==> src/rtl/idex_skid_if.sv <==
// ID/EX handshake bundle: upstream valid/ready with the decoded payload, downstream valid/ready
// with the registered payload, plus flush, hazard and statistics lines.
interface idex_skid_if #(
  parameter int DW = 32,
  parameter int RW = 5,
  parameter int SW = 8,
  parameter int CW = 16
);
  logic          i_valid;
  logic          o_ready;
  logic [DW-1:0] i_busA;
  logic [DW-1:0] i_busB;
  logic [DW-1:0] i_imm32;
  logic [RW-1:0] i_rd;
  logic [RW-1:0] i_rs;
  logic [RW-1:0] i_rt;
  logic          i_rt_used;
  logic [SW-1:0] i_signals;
  logic          i_lw;
  logic          i_flush;
  logic          o_valid;
  logic          i_ready;
  logic [DW-1:0] o_busA;
  logic [DW-1:0] o_busB;
  logic [DW-1:0] o_imm32;
  logic [RW-1:0] o_rd;
  logic [SW-1:0] o_signals;
  logic          o_lw;
  logic          o_hazard;
  logic [CW-1:0] o_stall_cnt;
  logic [CW-1:0] o_flush_cnt;

  // Decode/execute side driving the stage.
  modport master (
    output i_valid, i_busA, i_busB, i_imm32, i_rd, i_rs, i_rt, i_rt_used, i_signals, i_lw,
           i_flush, i_ready,
    input  o_ready, o_valid, o_busA, o_busB, o_imm32, o_rd, o_signals, o_lw, o_hazard,
           o_stall_cnt, o_flush_cnt
  );

  // The pipeline register itself.
  modport slave (
    input  i_valid, i_busA, i_busB, i_imm32, i_rd, i_rs, i_rt, i_rt_used, i_signals, i_lw,
           i_flush, i_ready,
    output o_ready, o_valid, o_busA, o_busB, o_imm32, o_rd, o_signals, o_lw, o_hazard,
           o_stall_cnt, o_flush_cnt
  );
endinterface

==> src/rtl/idex_skid.sv <==
// ID/EX pipeline register with one-entry skid buffer, flush and load-use bubble insertion.
// Optional saturating stall/flush counters are built when IDEX_STATS_EN is defined.
module idex_skid #(
  parameter int DW = 32,
  parameter int RW = 5,
  parameter int SW = 8,
  parameter int CW = 16
) (
  input  logic         clk,
  input  logic         rst_n,
  idex_skid_if.slave   bus
);
  localparam int PW = 3*DW + RW + SW + 1;

  typedef enum logic [1:0] {EMPTY, FULL, SKID} state_t;

  state_t        state_reg, state_next;
  logic [PW-1:0] m_data_reg, s_data_reg, in_data;
  logic          load_m_in, load_m_skid, load_s;
  logic          m_valid, s_valid, down, accept, ready_int, hazard;
  logic [RW-1:0] m_rd;
  logic          m_lw;

  // Payload layout: {busA, busB, imm32, rd, signals, lw}
  assign in_data = {bus.i_busA, bus.i_busB, bus.i_imm32, bus.i_rd, bus.i_signals, bus.i_lw};
  assign m_rd    = m_data_reg[SW+1 +: RW];
  assign m_lw    = m_data_reg[0];

  assign m_valid   = (state_reg != EMPTY);
  assign s_valid   = (state_reg == SKID);
  assign hazard    = bus.i_valid & m_valid & m_lw & (m_rd != '0) &
                     ((m_rd == bus.i_rs) | (bus.i_rt_used & (m_rd == bus.i_rt)));
  assign ready_int = ~s_valid & ~hazard;
  assign accept    = bus.i_valid & ready_int;
  assign down      = m_valid & bus.i_ready;

  always_ff @(posedge clk or negedge rst_n) begin
    if (!rst_n) begin
      state_reg  <= EMPTY;
      m_data_reg <= '0;
      s_data_reg <= '0;
    end else begin
      state_reg <= state_next;
      if (load_m_in)
        m_data_reg <= in_data;
      else if (load_m_skid)
        m_data_reg <= s_data_reg;
      if (load_s)
        s_data_reg <= in_data;
    end
  end

  always_comb begin
    state_next  = state_reg;
    load_m_in   = 1'b0;
    load_m_skid = 1'b0;
    load_s      = 1'b0;
    case (state_reg)
      EMPTY: begin
        if (accept) begin
          state_next = FULL;
          load_m_in  = 1'b1;
        end
      end
      FULL: begin
        if (accept && down) begin
          load_m_in = 1'b1;
        end else if (accept) begin
          state_next = SKID;
          load_s     = 1'b1;
        end else if (down) begin
          state_next = EMPTY;
        end
      end
      SKID: begin
        if (down) begin
          state_next  = FULL;
          load_m_skid = 1'b1;
        end
      end
      default: state_next = EMPTY;
    endcase
    // Flush drops everything held and discards any same-cycle accept; data stays stale.
    if (bus.i_flush) begin
      state_next  = EMPTY;
      load_m_in   = 1'b0;
      load_m_skid = 1'b0;
      load_s      = 1'b0;
    end
  end

  assign bus.o_ready  = ready_int;
  assign bus.o_valid  = m_valid;
  assign bus.o_hazard = hazard;
  assign {bus.o_busA, bus.o_busB, bus.o_imm32, bus.o_rd, bus.o_signals, bus.o_lw} = m_data_reg;

`ifdef IDEX_STATS_EN
  logic [CW-1:0] stall_cnt_reg, flush_cnt_reg;

  always_ff @(posedge clk or negedge rst_n) begin
    if (!rst_n) begin
      stall_cnt_reg <= '0;
      flush_cnt_reg <= '0;
    end else begin
      if (bus.i_valid && !ready_int && !bus.i_flush && (stall_cnt_reg != '1))
        stall_cnt_reg <= stall_cnt_reg + 1'b1;
      if (bus.i_flush && m_valid && (flush_cnt_reg != '1))
        flush_cnt_reg <= flush_cnt_reg + 1'b1;
    end
  end

  assign bus.o_stall_cnt = stall_cnt_reg;
  assign bus.o_flush_cnt = flush_cnt_reg;
`else
  assign bus.o_stall_cnt = {CW{1'b0}};
  assign bus.o_flush_cnt = {CW{1'b0}};
`endif
endmodule
==> src/flat_wrapper.sv <==
// flat-port wrapper written by rule: the top's interface ports become plain ports
module idex_skid_flat 
#(
  parameter int DW = 32,
  parameter int RW = 5,
  parameter int SW = 8,
  parameter int CW = 16
)
  (clk, rst_n, bus_i_valid, bus_i_busA, bus_i_busB, bus_i_imm32, bus_i_rd, bus_i_rs, bus_i_rt, bus_i_rt_used, bus_i_signals, bus_i_lw, bus_i_flush, bus_i_ready, bus_o_ready, bus_o_valid, bus_o_busA, bus_o_busB, bus_o_imm32, bus_o_rd, bus_o_signals, bus_o_lw, bus_o_hazard, bus_o_stall_cnt, bus_o_flush_cnt);
  idex_skid_if #(.DW(DW), .RW(RW), .SW(SW), .CW(CW)) bus_i ();
  input  logic clk;
  input  logic rst_n;
  input wire logic [$bits(bus_i.i_valid)-1:0] bus_i_valid;
  input wire logic [$bits(bus_i.i_busA)-1:0] bus_i_busA;
  input wire logic [$bits(bus_i.i_busB)-1:0] bus_i_busB;
  input wire logic [$bits(bus_i.i_imm32)-1:0] bus_i_imm32;
  input wire logic [$bits(bus_i.i_rd)-1:0] bus_i_rd;
  input wire logic [$bits(bus_i.i_rs)-1:0] bus_i_rs;
  input wire logic [$bits(bus_i.i_rt)-1:0] bus_i_rt;
  input wire logic [$bits(bus_i.i_rt_used)-1:0] bus_i_rt_used;
  input wire logic [$bits(bus_i.i_signals)-1:0] bus_i_signals;
  input wire logic [$bits(bus_i.i_lw)-1:0] bus_i_lw;
  input wire logic [$bits(bus_i.i_flush)-1:0] bus_i_flush;
  input wire logic [$bits(bus_i.i_ready)-1:0] bus_i_ready;
  output wire logic [$bits(bus_i.o_ready)-1:0] bus_o_ready;
  output wire logic [$bits(bus_i.o_valid)-1:0] bus_o_valid;
  output wire logic [$bits(bus_i.o_busA)-1:0] bus_o_busA;
  output wire logic [$bits(bus_i.o_busB)-1:0] bus_o_busB;
  output wire logic [$bits(bus_i.o_imm32)-1:0] bus_o_imm32;
  output wire logic [$bits(bus_i.o_rd)-1:0] bus_o_rd;
  output wire logic [$bits(bus_i.o_signals)-1:0] bus_o_signals;
  output wire logic [$bits(bus_i.o_lw)-1:0] bus_o_lw;
  output wire logic [$bits(bus_i.o_hazard)-1:0] bus_o_hazard;
  output wire logic [$bits(bus_i.o_stall_cnt)-1:0] bus_o_stall_cnt;
  output wire logic [$bits(bus_i.o_flush_cnt)-1:0] bus_o_flush_cnt;
  assign bus_i.i_valid = bus_i_valid;
  assign bus_i.i_busA = bus_i_busA;
  assign bus_i.i_busB = bus_i_busB;
  assign bus_i.i_imm32 = bus_i_imm32;
  assign bus_i.i_rd = bus_i_rd;
  assign bus_i.i_rs = bus_i_rs;
  assign bus_i.i_rt = bus_i_rt;
  assign bus_i.i_rt_used = bus_i_rt_used;
  assign bus_i.i_signals = bus_i_signals;
  assign bus_i.i_lw = bus_i_lw;
  assign bus_i.i_flush = bus_i_flush;
  assign bus_i.i_ready = bus_i_ready;
  assign bus_o_ready = bus_i.o_ready;
  assign bus_o_valid = bus_i.o_valid;
  assign bus_o_busA = bus_i.o_busA;
  assign bus_o_busB = bus_i.o_busB;
  assign bus_o_imm32 = bus_i.o_imm32;
  assign bus_o_rd = bus_i.o_rd;
  assign bus_o_signals = bus_i.o_signals;
  assign bus_o_lw = bus_i.o_lw;
  assign bus_o_hazard = bus_i.o_hazard;
  assign bus_o_stall_cnt = bus_i.o_stall_cnt;
  assign bus_o_flush_cnt = bus_i.o_flush_cnt;
  idex_skid #(.DW(DW), .RW(RW), .SW(SW), .CW(CW)) u_core (.clk(clk), .rst_n(rst_n), .bus(bus_i));
endmodule
==> config.mk <==
export PLATFORM = sky130hd
export DESIGN_NAME = idex_skid_flat
export DESIGN_NICKNAME = d
export VERILOG_FILES = /design/src/rtl/idex_skid_if.sv /design/src/rtl/idex_skid.sv /design/src/flat_wrapper.sv
export SDC_FILE = /design/constraint.sdc
export NUM_CORES = 1
export LEC_CHECK = 0
export CAP_MARGIN = 20
export CELL_PAD_IN_SITES_DETAIL_PLACEMENT = 0
export CELL_PAD_IN_SITES_GLOBAL_PLACEMENT = 2
export CORE_AREA = 2 2 265 136
export DETAILED_ROUTE_END_ITERATION = 8
export DIE_AREA = 0 0 267 138
export GPL_TIMING_DRIVEN = 0
export PLACE_DENSITY = 0.81
export SETUP_SLACK_MARGIN = 0.4
export SYNTH_ARGS = -nofsm -noshare
export SYNTH_HDL_FRONTEND = slang
export SYNTH_SLANG_ARGS = --single-unit
==> constraint.sdc <==
create_clock -name clk -period 2.86 [get_ports clk]
set_input_delay 0.572 -clock clk [delete_from_list [all_inputs] [get_ports clk]]
set_output_delay 0.572 -clock clk [all_outputs]
set_load 0.02 [all_outputs]
## Word-level counts from Yosys, hierarchy flattened

Index checks and enable logic that the tools add are counted.
Widths: inputs -> output; s select.

- Flip-flop bits (word level): 222
- Bits of input ports: 126
- Output and inout port bits: 145
- Word-level logic and storage cells: 47

- Equal/unequal tests: 8
- Mux-type cells: 19
- Bitwise gates (word level): 11
- Reductions and logical operators: 6

Operators with widths:

| cell | count |
|---|---|
| $mux 110 | 2 |
| $mux 2 | 6 |
| $eq 5x5->1 | 2 |
| $mux 1 | 9 |
| $and 1x1->1 | 8 |
| $ne 3x3->1 const B | 2 |
| $pmux 2 s3 | 1 |
| $reduce_bool 5->1 | 1 |
| $ne 4x2->1 const B | 1 |
| $reduce_and 4->1 | 1 |
| $reduce_bool 2->1 | 2 |
| $ne 3x2->1 const B | 1 |
| $eq 2x1->1 const B | 1 |
| $eq 2x2->1 const B | 1 |
| $logic_not 2->1 | 1 |
| $not 1->1 | 2 |
| $pmux 1 s2 | 1 |
| $logic_and 1x1->1 | 1 |
| $or 1x1->1 | 1 |

## Depth between registers and ports, before layout

Gate-level depths: netlist (run 1).

- Word-level depth: 13
- Depth in mapped cells: 7
- Mapped depth without buffers: 5

## Worst setup path after synthesis (run 1)

OpenSTA, ideal clock, no wires.

- Path kind: input -> output
- Start point: input port bus_i_rt[4]
- End point: output port bus_o_ready
- Arrival time: 1,975 ps
- Data required time: 2,288 ps
- Setup slack: 313 ps
- Cell stages on the path: 6
- Path buffers: 1
- Path through: xor2_1 > nor4_2 > a32oi_2 > clkbuf_1 > nor2_1 > nor2_1

- Longest elaborated chain between the ends: 6

Ends and longest elaborated chain:

| item | RTL line | source |
|---|---|---|
| start: declaration | flat_wrapper.sv:19 | `input wire logic [$bits(bus_i.i_rt)-1:0] bus_i_rt;` |
| $eq 5x5->1 | idex_skid.sv:32 | `((m_rd == bus.i_rs) \| (bus.i_rt_used & (m_rd == bus.i_rt)));` |
| $and 1x1->1 | idex_skid.sv:32 |  |
| $or 1x1->1 | idex_skid.sv:32 |  |
| $and 1x1->1 | idex_skid.sv:31 | `assign hazard = bus.i_valid & m_valid & m_lw & (m_rd != '0) &` |
| net bus_o_hazard | flat_wrapper.sv:33 | `output wire logic [$bits(bus_i.o_hazard)-1:0] bus_o_hazard;` |
| $not 1->1 | idex_skid.sv:33 | `assign ready_int = ~s_valid & ~hazard;` |
| $and 1x1->1 | idex_skid.sv:33 |  |
| end: declaration | flat_wrapper.sv:25 | `output wire logic [$bits(bus_i.o_ready)-1:0] bus_o_ready;` |

The timed path passes the listed nets, and every way through them passes these cells.

## Worst setup path after layout (run 1)

- Start point: register u_core.m_data_reg[13]
- End point: output port bus_o_ready

- Longest elaborated chain between the ends: 6
- Elaborated cells between the ends (all ways): 9
- Classes of those cells: eq/ne (2); bitwise (6); reduce/logical (1)

Ends and longest elaborated chain:

| item | RTL line | source |
|---|---|---|
| start: declaration | idex_skid.sv:18 | `logic [PW-1:0] m_data_reg, s_data_reg, in_data;` |
| start signal: assignment | idex_skid.sv:45 | `m_data_reg <= in_data;` |
| start signal: assignment | idex_skid.sv:47 | `m_data_reg <= s_data_reg;` |
| $eq 5x5->1 | idex_skid.sv:32 |  |
| $and 1x1->1 | idex_skid.sv:32 |  |
| $or 1x1->1 | idex_skid.sv:32 |  |
| $and 1x1->1 * | idex_skid.sv:31 |  |
| $not 1->1 * | idex_skid.sv:33 |  |
| $and 1x1->1 * | idex_skid.sv:33 |  |

Every way passes the cells marked *; elsewhere a longest branch is shown, timed or not.

==> results of run 1 <==
## worst max-delay path, delay by kind of cell (launching register included)
family / cells / cell delay, ps
AOI/OAI and AO/OA: 1 / 190
xor gates and xnor gates: 1 / 170
and+or+nand+nor: 3 / 460
DFF: 1 / 410
buffers and inverters: 2 / 340
## area by class of cell
type / count / area [µm²] / share of cell area
repair buffers: 264 / 2860 / 0.183
well taps: 484 / 606 / 0.0387
inverters: 112 / 420 / 0.0269
flip-flops and latches: 222 / 5560 / 0.355
plain buffers: 116 / 905 / 0.0578
clock inverters: 8 / 68.8 / 0.00440
clock buffers: 33 / 673 / 0.0430
multi-input cells: 507 / 4560 / 0.291
## worst max-delay path by stage
stage,start,to,slack [ps],cells after the start
floorplan,bus_i_rt[1],bus_o_ready,410,6
global placement,rst_n,u_core.m_data_reg[65]$_DFFE_PN0P_,-8900,1
detailed placement,bus_i_rt[4],bus_o_ready,-860,8
CTS,u_core.m_data_reg[13]$_DFFE_PN0P_,bus_o_ready,180,7
global route,u_core.m_data_reg[13]$_DFFE_PN0P_,bus_o_ready,90,7
finish,u_core.m_data_reg[13]$_DFFE_PN0P_,bus_o_ready,200,7
## power breakdown
group	switching, mW	leakage (nW)	total, mW	internal [mW]
Sequential	0.426	2.73	4.30	3.88
Combinational	1.28	3.49	2.68	1.40
Clock	1.31	0.373	3.04	1.73
Total	3.02	6.59	10.0	7.00
## repair_timing
action	in CTS	in global routing
gates resized for setup	60	86
endpoints found under the setup margin	213	204
gates cloned	1	13
pin swaps	7	5
setup buffers	8	3
## through the flow
stage	cells	utilization	power, mW	TNS (ps)	cell area (µm²)
2_1_floorplan	957	-	5.67	0	11100
3_3_place_gp	1679	0.402	6.85	-2053270	14100
3_5_place_dp	1680	0.403	6.89	-94370	14100
4_1_cts	1730	0.429	10.0	0	15000
5_1_grt	1746	0.447	10.5	0	15700
6_report	1746	0.447	10.0	0	15700
## cells in the final DEF, fill, tap and decap left out, types with 2 or more instances in the layout
cell type | synthesis | routed
inv_1 | 112 | 112
clkinv_2 | 0 | 6
o2111ai_1 | 2 | 2
mux2_4 | 0 | 11
nor2_1 | 5 | 4
nor3_1 | 2 | 2
dlygate4sd2_1 | 0 | 2
buf_12 | 0 | 13
o311ai_2 | 80 | 87
clkbuf_16 | 0 | 36
o311ai_1 | 30 | 23
clkbuf_1 | 52 | 24
dfrtp_1 | 222 | 221
o211ai_1 | 110 | 110
clkbuf_4 | 0 | 2
buf_8 | 0 | 2
xor2_1 | 9 | 9
nand2b_1 | 2 | 2
clkbuf_2 | 0 | 22
buf_2 | 5 | 11
buf_16 | 0 | 2
clkbuf_8 | 0 | 8
mux2_1 | 110 | 99
clkdlybuf4s50_1 | 0 | 233
buf_6 | 10 | 8
buf_4 | 43 | 50
nand2_1 | 111 | 111
conb_1 | 1 | 32
## synthesized netlist by cell type, types with 2 or more instances
library cell,number,area share
buf_1,6,0.0021
buf_2,5,0.0023
buf_4,43,0.029
buf_6,10,0.010
clkbuf_1,52,0.018
dfrtp_1,222,0.51
inv_1,112,0.038
mux2_1,110,0.11
nand2_1,111,0.038
nand2b_1,2,0.0011
nor2_1,5,0.0017
nor3_1,2,0.00091
nor3b_1,2,0.0014
o2111ai_1,2,0.0016
o211ai_1,110,0.075
o311ai_1,30,0.024
o311ai_2,80,0.12
xor2_1,9,0.0072
## metal layers
layer	global-route usage	routed length [µm]	vias to the layer above
li1	-	-	3919
met1	0.291	18200	4222
met2	0.264	15100	228
met3	0.0349	1640	37
met4	0.0343	578	2
met5	0	13	-
## cells by family (layout without fill, tap and decap cells)
family	count (synthesis)	count (layout)	share of synthesized area
and+or+nand+nor	126	126	0.0463
AOI/OAI and AO/OA	229	229	0.226
xor gates and xnor gates	10	10	0.00799
other	1	32	0.000342
muxes	110	110	0.113
buffers and inverters	228	533	0.100
DFF	222	222	0.507
==> metrics.txt, run 1 <==
status complete, no violations; Die Y 138 µm; synth unique cells 31; area delta synth->final 42.8%; GPL Wtd Cong 0.787; period utilization 0.931; Post-synth EDFFs 0; Hold Path Class in -> async; HPWL Detailed 23700 µm; Avg Cell Area, Syn 11.8 µm²; CTS Hold Bufs 0; max-slew violations 0; hold_ws 132 ps; Post-Place Setup Slack -862 ps; H-tree depth 1; Setup violations, final 0; worst vdd ir 0.000300 V; CTS root buf clkbuf_16; routed vias/inst 4.82; clk slew on worst S/H paths 70 ps; starting density of the core 0.313; Die Wd 267 µm; Ports 271; RSZ-0062 raised after global routing yes; layout filler cell count 3228; post-synthesis async set-or-reset flop share 1.00; PortBufs 238; crit-path max FO 3; routed vias 8408; Max Buffers Root-to-Sink 3; Remaining DRCs 0; clock sink count 222; slew at the pin closest to its max-slew limit 895 ps; Worst Reg-to-Reg Cells 10; post-route minimum period 2660 ps; sequential-to-total area share from yosys stat 0.507; Power Density 640 nW/µm²; CTS tree done; Final ANT Viol Nets 0; CP max-delay cell dfrtp_1; Avg WL per Cell 20.4 µm; TritonCTS Buffers 23; Clock Skews 27.6 ps; first-pass GRT wire length 53300 µm; slew margin rel. 0.403; initial antenna violation count 1; DIE AREA 36800 µm²; Seq cells post-synth 222; Core Box Area 35000 µm²; CP cell instances xor2_1 > nor4_2 > a32oi_2 > clkbuf_8 > nor2_4 > nor2_1 > buf_4; PnR worst setup slack 197 ps; Critical R2R Launch u_core.m_data_reg[13]$_DFFE_PN0P_; largest net degree at the start of global routing 113; WP data required 2290 ps; Overflow after GRT 0; Worst setup EP type output port; reg2reg setup slack 370 ps; LEAKAGE 6.59 nW; Skew-Pair Late Insertion Delay 530 ps; Max Clk Rate 0.375 GHz; drt initial violations 540; Crit Path Class reg -> out; Ant. Diodes 0; All-Layer GR Usage 0.185; Post-Route WL 35600 µm; CP peak stage delay 410 ps; TritonRoute pass-1 iters 5; Rows 49; Worst setup SP type flop; Syn Std Cell Area 11000 µm²; Syn Inst Count 926; Syn. warnings 0; reg-to-reg endpoint u_core.s_data_reg[36]$_DFFE_PN0P_; layout net count 1372; Final Hold Viols 0; crit path DAT 2090 ps; vias in the first global route 8705; max-cap check violation count 0; share of layout cells above drive strength 1 0.212; Primary FF master, synth dfrtp_1
Power figures use the tool's default switching activity.
==> run 2, diff against run 1 <==
- CORE_AREA: 2 2 265 136 -> 2 2 254 131
- DIE_AREA: 0 0 267 138 -> 0 0 256 133
- GPL_ROUTABILITY_DRIVEN: not set -> 0
- PLACE_DENSITY: 0.81 -> 0.87
- clock period: 2.86 -> 3.4 ns (I/O delays scaled with it)
==> run 2 against run 1 <==
  * Critical path depth grew 1
  * Worst hold slack lost 110 ps
  * Critical endpoint unchanged
  * Register-to-register slack gained 370 ps
  * Combinational power shrank 19%
  * Clock skew shrank 16 ps
  * Largest power group unchanged
  * Wire length shrank 4.4%
  * Core utilization grew 2.2 points
  * Worst setup slack gained 230 ps
  * Highest routed layer is now met4
  * Sequential share of layout area grew 1.4 points
  * Clock power shrank 3%
==> metrics.txt, run 2 (synthesis results as in run 1) <==
HPWL Detailed 24000 µm; first-pass GRT wire length 53200 µm; RSZ-0062 raised after global routing yes; Critical R2R Launch u_core.m_data_reg[11]$_DFFE_PN0P_; Finished Layout Cells 1691; CTS tree done; Avg WL per Cell 20.1 µm; share of layout cells above drive strength 1 0.164; reg2reg setup slack 740 ps; Hold Path Class in -> async; routed vias 8354; Worst setup EP type output port; status complete, no violations; Setup violations, final 0; starting density of the core 0.341; commonest non-fill, non-tap cell in the layout clkdlybuf4s50_1; WP data required 2720 ps; drt initial violations 508; layout filler cell count 2988; Power Density 578 nW/µm²; LEAKAGE 6.20 nW; crit-path max FO 2; Die Y 133 µm; PortBufs 238; period utilization 0.873; TritonRoute pass-1 iters 5; Skew-Pair Late Insertion Delay 520 ps; largest net degree at the start of global routing 101; Overflow after GRT 0; dpl cells 1638; Final Hold Viols 0; commonest non-fill, non-tap cells in the layout 232 x clkdlybuf4s50_1, 220 x dfrtp_1, 112 x inv_1, 111 x nand2_1; final core utilization 0.469; CTS root buf clkbuf_16; Post-Route WL 34000 µm; Worst setup SP type primary input; TritonCTS Buffers 23; initial antenna violation count 5; H-tree depth 1; slew margin rel. 0.441; slew at the pin closest to its max-slew limit 839 ps; Rows 47; reg-to-reg endpoint u_core.s_data_reg[24]$_DFFE_PN0P_; crit path DAT 2290 ps; Core Box Area 32200 µm²; clock sink count 222; area delta synth->final 37.6%; DIE AREA 34000 µm²; Clock Skews 11.2 ps; Crit Path Class in -> out; routed vias/inst 4.94; Max Clk Rate 0.337 GHz; layout net count 1355; worst vdd ir 0.000253 V; Ports 271; Final ANT Viol Nets 0; clk slew on worst S/H paths 60 ps; All-Layer GR Usage 0.201; Worst Reg-to-Reg Cells 8; max-cap check violation count 0; Max Buffers Root-to-Sink 3; Overall Power 8.72 mW; post-route minimum period 2970 ps; Remaining DRCs 0; Die Wd 256 µm; max-slew violations 0; vias in the first global route 8687
-- run 2: changes by cell type in the layout (fill, tap and decap cells not counted), moves of 5 or more --
| cell | before | now |
|---|---|---|
| diode_2 | 0 | 5 |
| o311ai_2 | 87 | 80 |
| o311ai_1 | 23 | 30 |
| buf_1 | 0 | 6 |
| clkbuf_1 | 24 | 50 |
| bufinv_16 | 1 | 6 |
| clkbuf_16 | 36 | 23 |
| mux2_4 | 11 | 0 |
| mux2_1 | 99 | 110 |
| buf_12 | 13 | 0 |
| buf_2 | 11 | 5 |
| clkbuf_2 | 22 | 2 |
-- run 2: how the worst max path moves through the flow --
stage | startpoint | endpoint | slack [ps] | cells after the start
floorplan | bus_i_rt[4] | bus_o_ready | 640 | 6
global placement | rst_n | u_core.m_data_reg[43]$_DFFE_PN0P_ | -8420 | 1
detailed placement | bus_i_rs[4] | bus_o_ready | -720 | 8
CTS | bus_i_rt[3] | bus_o_ready | 320 | 8
global route | u_core.m_data_reg[11]$_DFFE_PN0P_ | bus_o_ready | 350 | 7
finish | bus_i_rs[4] | bus_o_ready | 430 | 8
-- run 2: worst max-delay path, cell delays in order --
cell,delay [ps]
clkdlybuf4s50_1,520
xor2_2,230
nor3_1,90
a32oi_2,280
clkbuf_8,200
nor2_4,40
nor2_1,100
buf_4,150
-- run 2: final cells by class --
type	count	area [µm²]	area share
Buffer	116	694	0.0460
Antenna cell	5	12.5	0.000829
Multi-Input combinational cell	507	4490	0.298
Timing Repair Buffer	247	2490	0.165
Sequential cell	222	5560	0.368
Tap cell	441	552	0.0366
Clock buffer	30	652	0.0432
Clock inverter	11	211	0.0140
Inverter	112	420	0.0279
-- run 2: report_power, final --
part	internal (mW)	switching, mW
Clock	1.81	1.13
Combinational	1.11	1.06
Sequential	3.26	0.362
-- run 2: repair_timing --
action	in CTS	in global routing
endpoints found under the hold margin	0	0
pin swaps	3	2
endpoints found under the setup margin	62	22
hold buffers	0	0
buffers inserted	3	4
gates resized for setup	28	6
-- run 2: per-layer routing --
metal / GRT usage / share of wire / vias to the layer above
li1: - / - / 3880
met1: 0.297 / 0.49 / 4236
met2: 0.305 / 0.45 / 200
met3: 0.0370 / 0.043 / 38
met4: 0.0452 / 0.016 / 0
met5: 0 / 0 / -
-- run 2: per-stage QoR --
step,setup TNS (ps),hold slack [ps],setup slack (ps),instance area [µm²]
2_1_floorplan,0,384,637,11100
3_3_place_gp,-1873210,473,-8420,14000
3_5_place_dp,-15570,481,-724,14100
4_1_cts,0,12.7,317,15000
5_1_grt,0,17.1,353,15100
6_report,0,25.3,430,15100
==> run 3, diff against run 2 <==
- HOLD_SLACK_MARGIN: not set -> 0.05
==> run 3 against run 2 <==
  * Sequential power about the same
  * First-iteration DRC count up 7.5%
  * Sequential share of layout area about the same
  * Core utilization about the same
  * Non-clock buffer count up 1
  * Clock skew about the same
  * Worst hold slack better by 460 ps
  * Cell area about the same
  * Highest routed layer unchanged
  * Largest cell class unchanged
  * Final cell count about the same
==> metrics.txt, run 3 (synthesis results as in run 1) <==
area delta synth->final 37.7%; Worst setup EP type output port; HPWL Detailed 24000 µm; post-route minimum period 2970 ps; slew margin rel. 0.426; reg2reg setup slack 740 ps; CP peak stage delay 450 ps; clk slew on worst S/H paths 70 ps; placed instance area 14100 µm²; Avg WL per Cell 20.1 µm; final non-filler cell area 15100 µm²; crit-path max FO 4; first-pass GRT wire length 53100 µm; Hold Path Class reg -> reg; Ports 271; crit path buf inv count 2; Overall Power 8.72 mW; max-cap check violation count 0; Die Wd 256 µm; commonest non-fill, non-tap cells in the layout 232 x clkdlybuf4s50_1, 220 x dfrtp_1, 112 x inv_1, 111 x nand2_1; Crit Path Class reg -> out; Skew-Pair Late Insertion Delay 520 ps; LEAKAGE 6.21 nW; Worst setup SP type flop; period utilization 0.873; WP data required 2720 ps; Final ANT Viol Nets 0; CP cell instances xor2_2 > nor4_4 > a32oi_2 > clkbuf_8 > nor2_4 > nor2_1 > buf_4; Max Buffers Root-to-Sink 3; vias in the first global route 8685; reg-to-reg endpoint u_core.s_data_reg[25]$_DFFE_PN0P_; Critical R2R Launch u_core.m_data_reg[11]$_DFFE_PN0P_; All-Layer GR Usage 0.201; largest net degree at the start of global routing 101; CP Launch Point u_core.m_data_reg[11]$_DFFE_PN0P_; drt initial violations 546; Worst Reg-to-Reg Cells 8; TritonCTS Buffers 23; CTS tree done; DIE AREA 34000 µm²; Remaining DRCs 0; Core Box Area 32200 µm²; commonest non-fill, non-tap cell in the layout clkdlybuf4s50_1; Critical Path Sink bus_o_ready; PortBufs 238; TritonRoute pass-1 iters 5; Max Clk Rate 0.337 GHz; Die Y 133 µm; RSZ-0062 raised after global routing yes; Crit path depth 7; worst hold path depth 2; share of layout cells above drive strength 1 0.164; Clock Skews 11.5 ps; starting density of the core 0.341; Post-Route WL 34000 µm; crit path DAT 2290 ps; clock sink count 222; delay-heaviest family, CP simple AND/OR/NAND/NOR gates; status complete, no violations; Rows 47; routed vias/inst 4.95; Final Hold Viols 0; Overflow after GRT 0; CTS root buf clkbuf_16; worst vdd ir 0.000253 V; layout net count 1356; routed vias 8370; Power Density 578 nW/µm²; Setup violations, final 0; slew at the pin closest to its max-slew limit 861 ps; CP max-delay cell dfrtp_2; hold_ws 489 ps; H-tree depth 1; initial antenna violation count 5; max-slew violations 0
## run 3: cell types whose count changed in the layout (fill, tap and decap cells not counted)
cell,delta
dlygate4sd3_1,+1
## run 3: final cells by class
| type | count | area [µm²] |
|---|---|---|
| antenna | 5 | 12.5 |
| buffer | 116 | 694 |
| clock buffer | 30 | 652 |
| clock inverter | 11 | 211 |
| fill | 2987 | 17100 |
| inverter | 112 | 420 |
| multi-input combinational | 507 | 4490 |
| sequential | 222 | 5560 |
| tap | 441 | 552 |
| timing repair buffer | 248 | 2500 |
## run 3: layer usage
metal	track usage	up-vias	part of all wire
met1	0.298	4245	0.49
li1	-	3885	-
met4	0.0452	0	0.017
met3	0.0368	38	0.043
met5	0	-	0
met2	0.304	202	0.45
## run 3: worst min path at each step
| stage | from | endpoint | slack [ps] |
|---|---|---|---|
| global placement | u_core.s_data_reg[108]$_DFFE_PN0P_ | u_core.m_data_reg[108]$_DFFE_PN0P_ | 470 |
| global route | u_core.s_data_reg[14]$_DFFE_PN0P_ | u_core.s_data_reg[14]$_DFFE_PN0P_ | 500 |
| floorplan | rst_n | u_core.m_data_reg[0]$_DFFE_PN0P_ | 380 |
| finish | u_core.s_data_reg[108]$_DFFE_PN0P_ | u_core.m_data_reg[108]$_DFFE_PN0P_ | 490 |
| detailed placement | u_core.s_data_reg[108]$_DFFE_PN0P_ | u_core.m_data_reg[108]$_DFFE_PN0P_ | 480 |
| CTS | u_core.s_data_reg[80]$_DFFE_PN0P_ | u_core.s_data_reg[80]$_DFFE_PN0P_ | 500 |
## run 3: timing repair
item	in CTS	in global routing
hold endpoints to repair	29	0
resized for setup	28	6
endpoints found under the setup margin	62	22
buffers inserted	3	4
pin swaps	3	2
hold buffers	1	0
## run 3: where the power goes
part	internal, mW	total, mW	switching [mW]
logic	1.11	2.17	1.06
clock network	1.81	2.93	1.12
registers	3.26	3.62	0.363
total	6.18	8.72	2.54
## run 3: tightest hold or removal path: stages, from the launching register on
cell,delay (ps)
dfrtp_1,340
nand2_1,50
o311ai_1,60
## run 3: stage by stage
step / setup WS [ps] / setup TNS (ps) / utilization / std cells
finish: 433 / 0 / 0.469 / 1692
global route: 353 / 0 / 0.469 / 1692
CTS: 317 / 0 / 0.468 / 1683
detailed placement: -724 / -15570 / 0.438 / 1638
global placement: -8420 / -1873210 / 0.436 / 1636
floorplan: 637 / 0 / - / 957
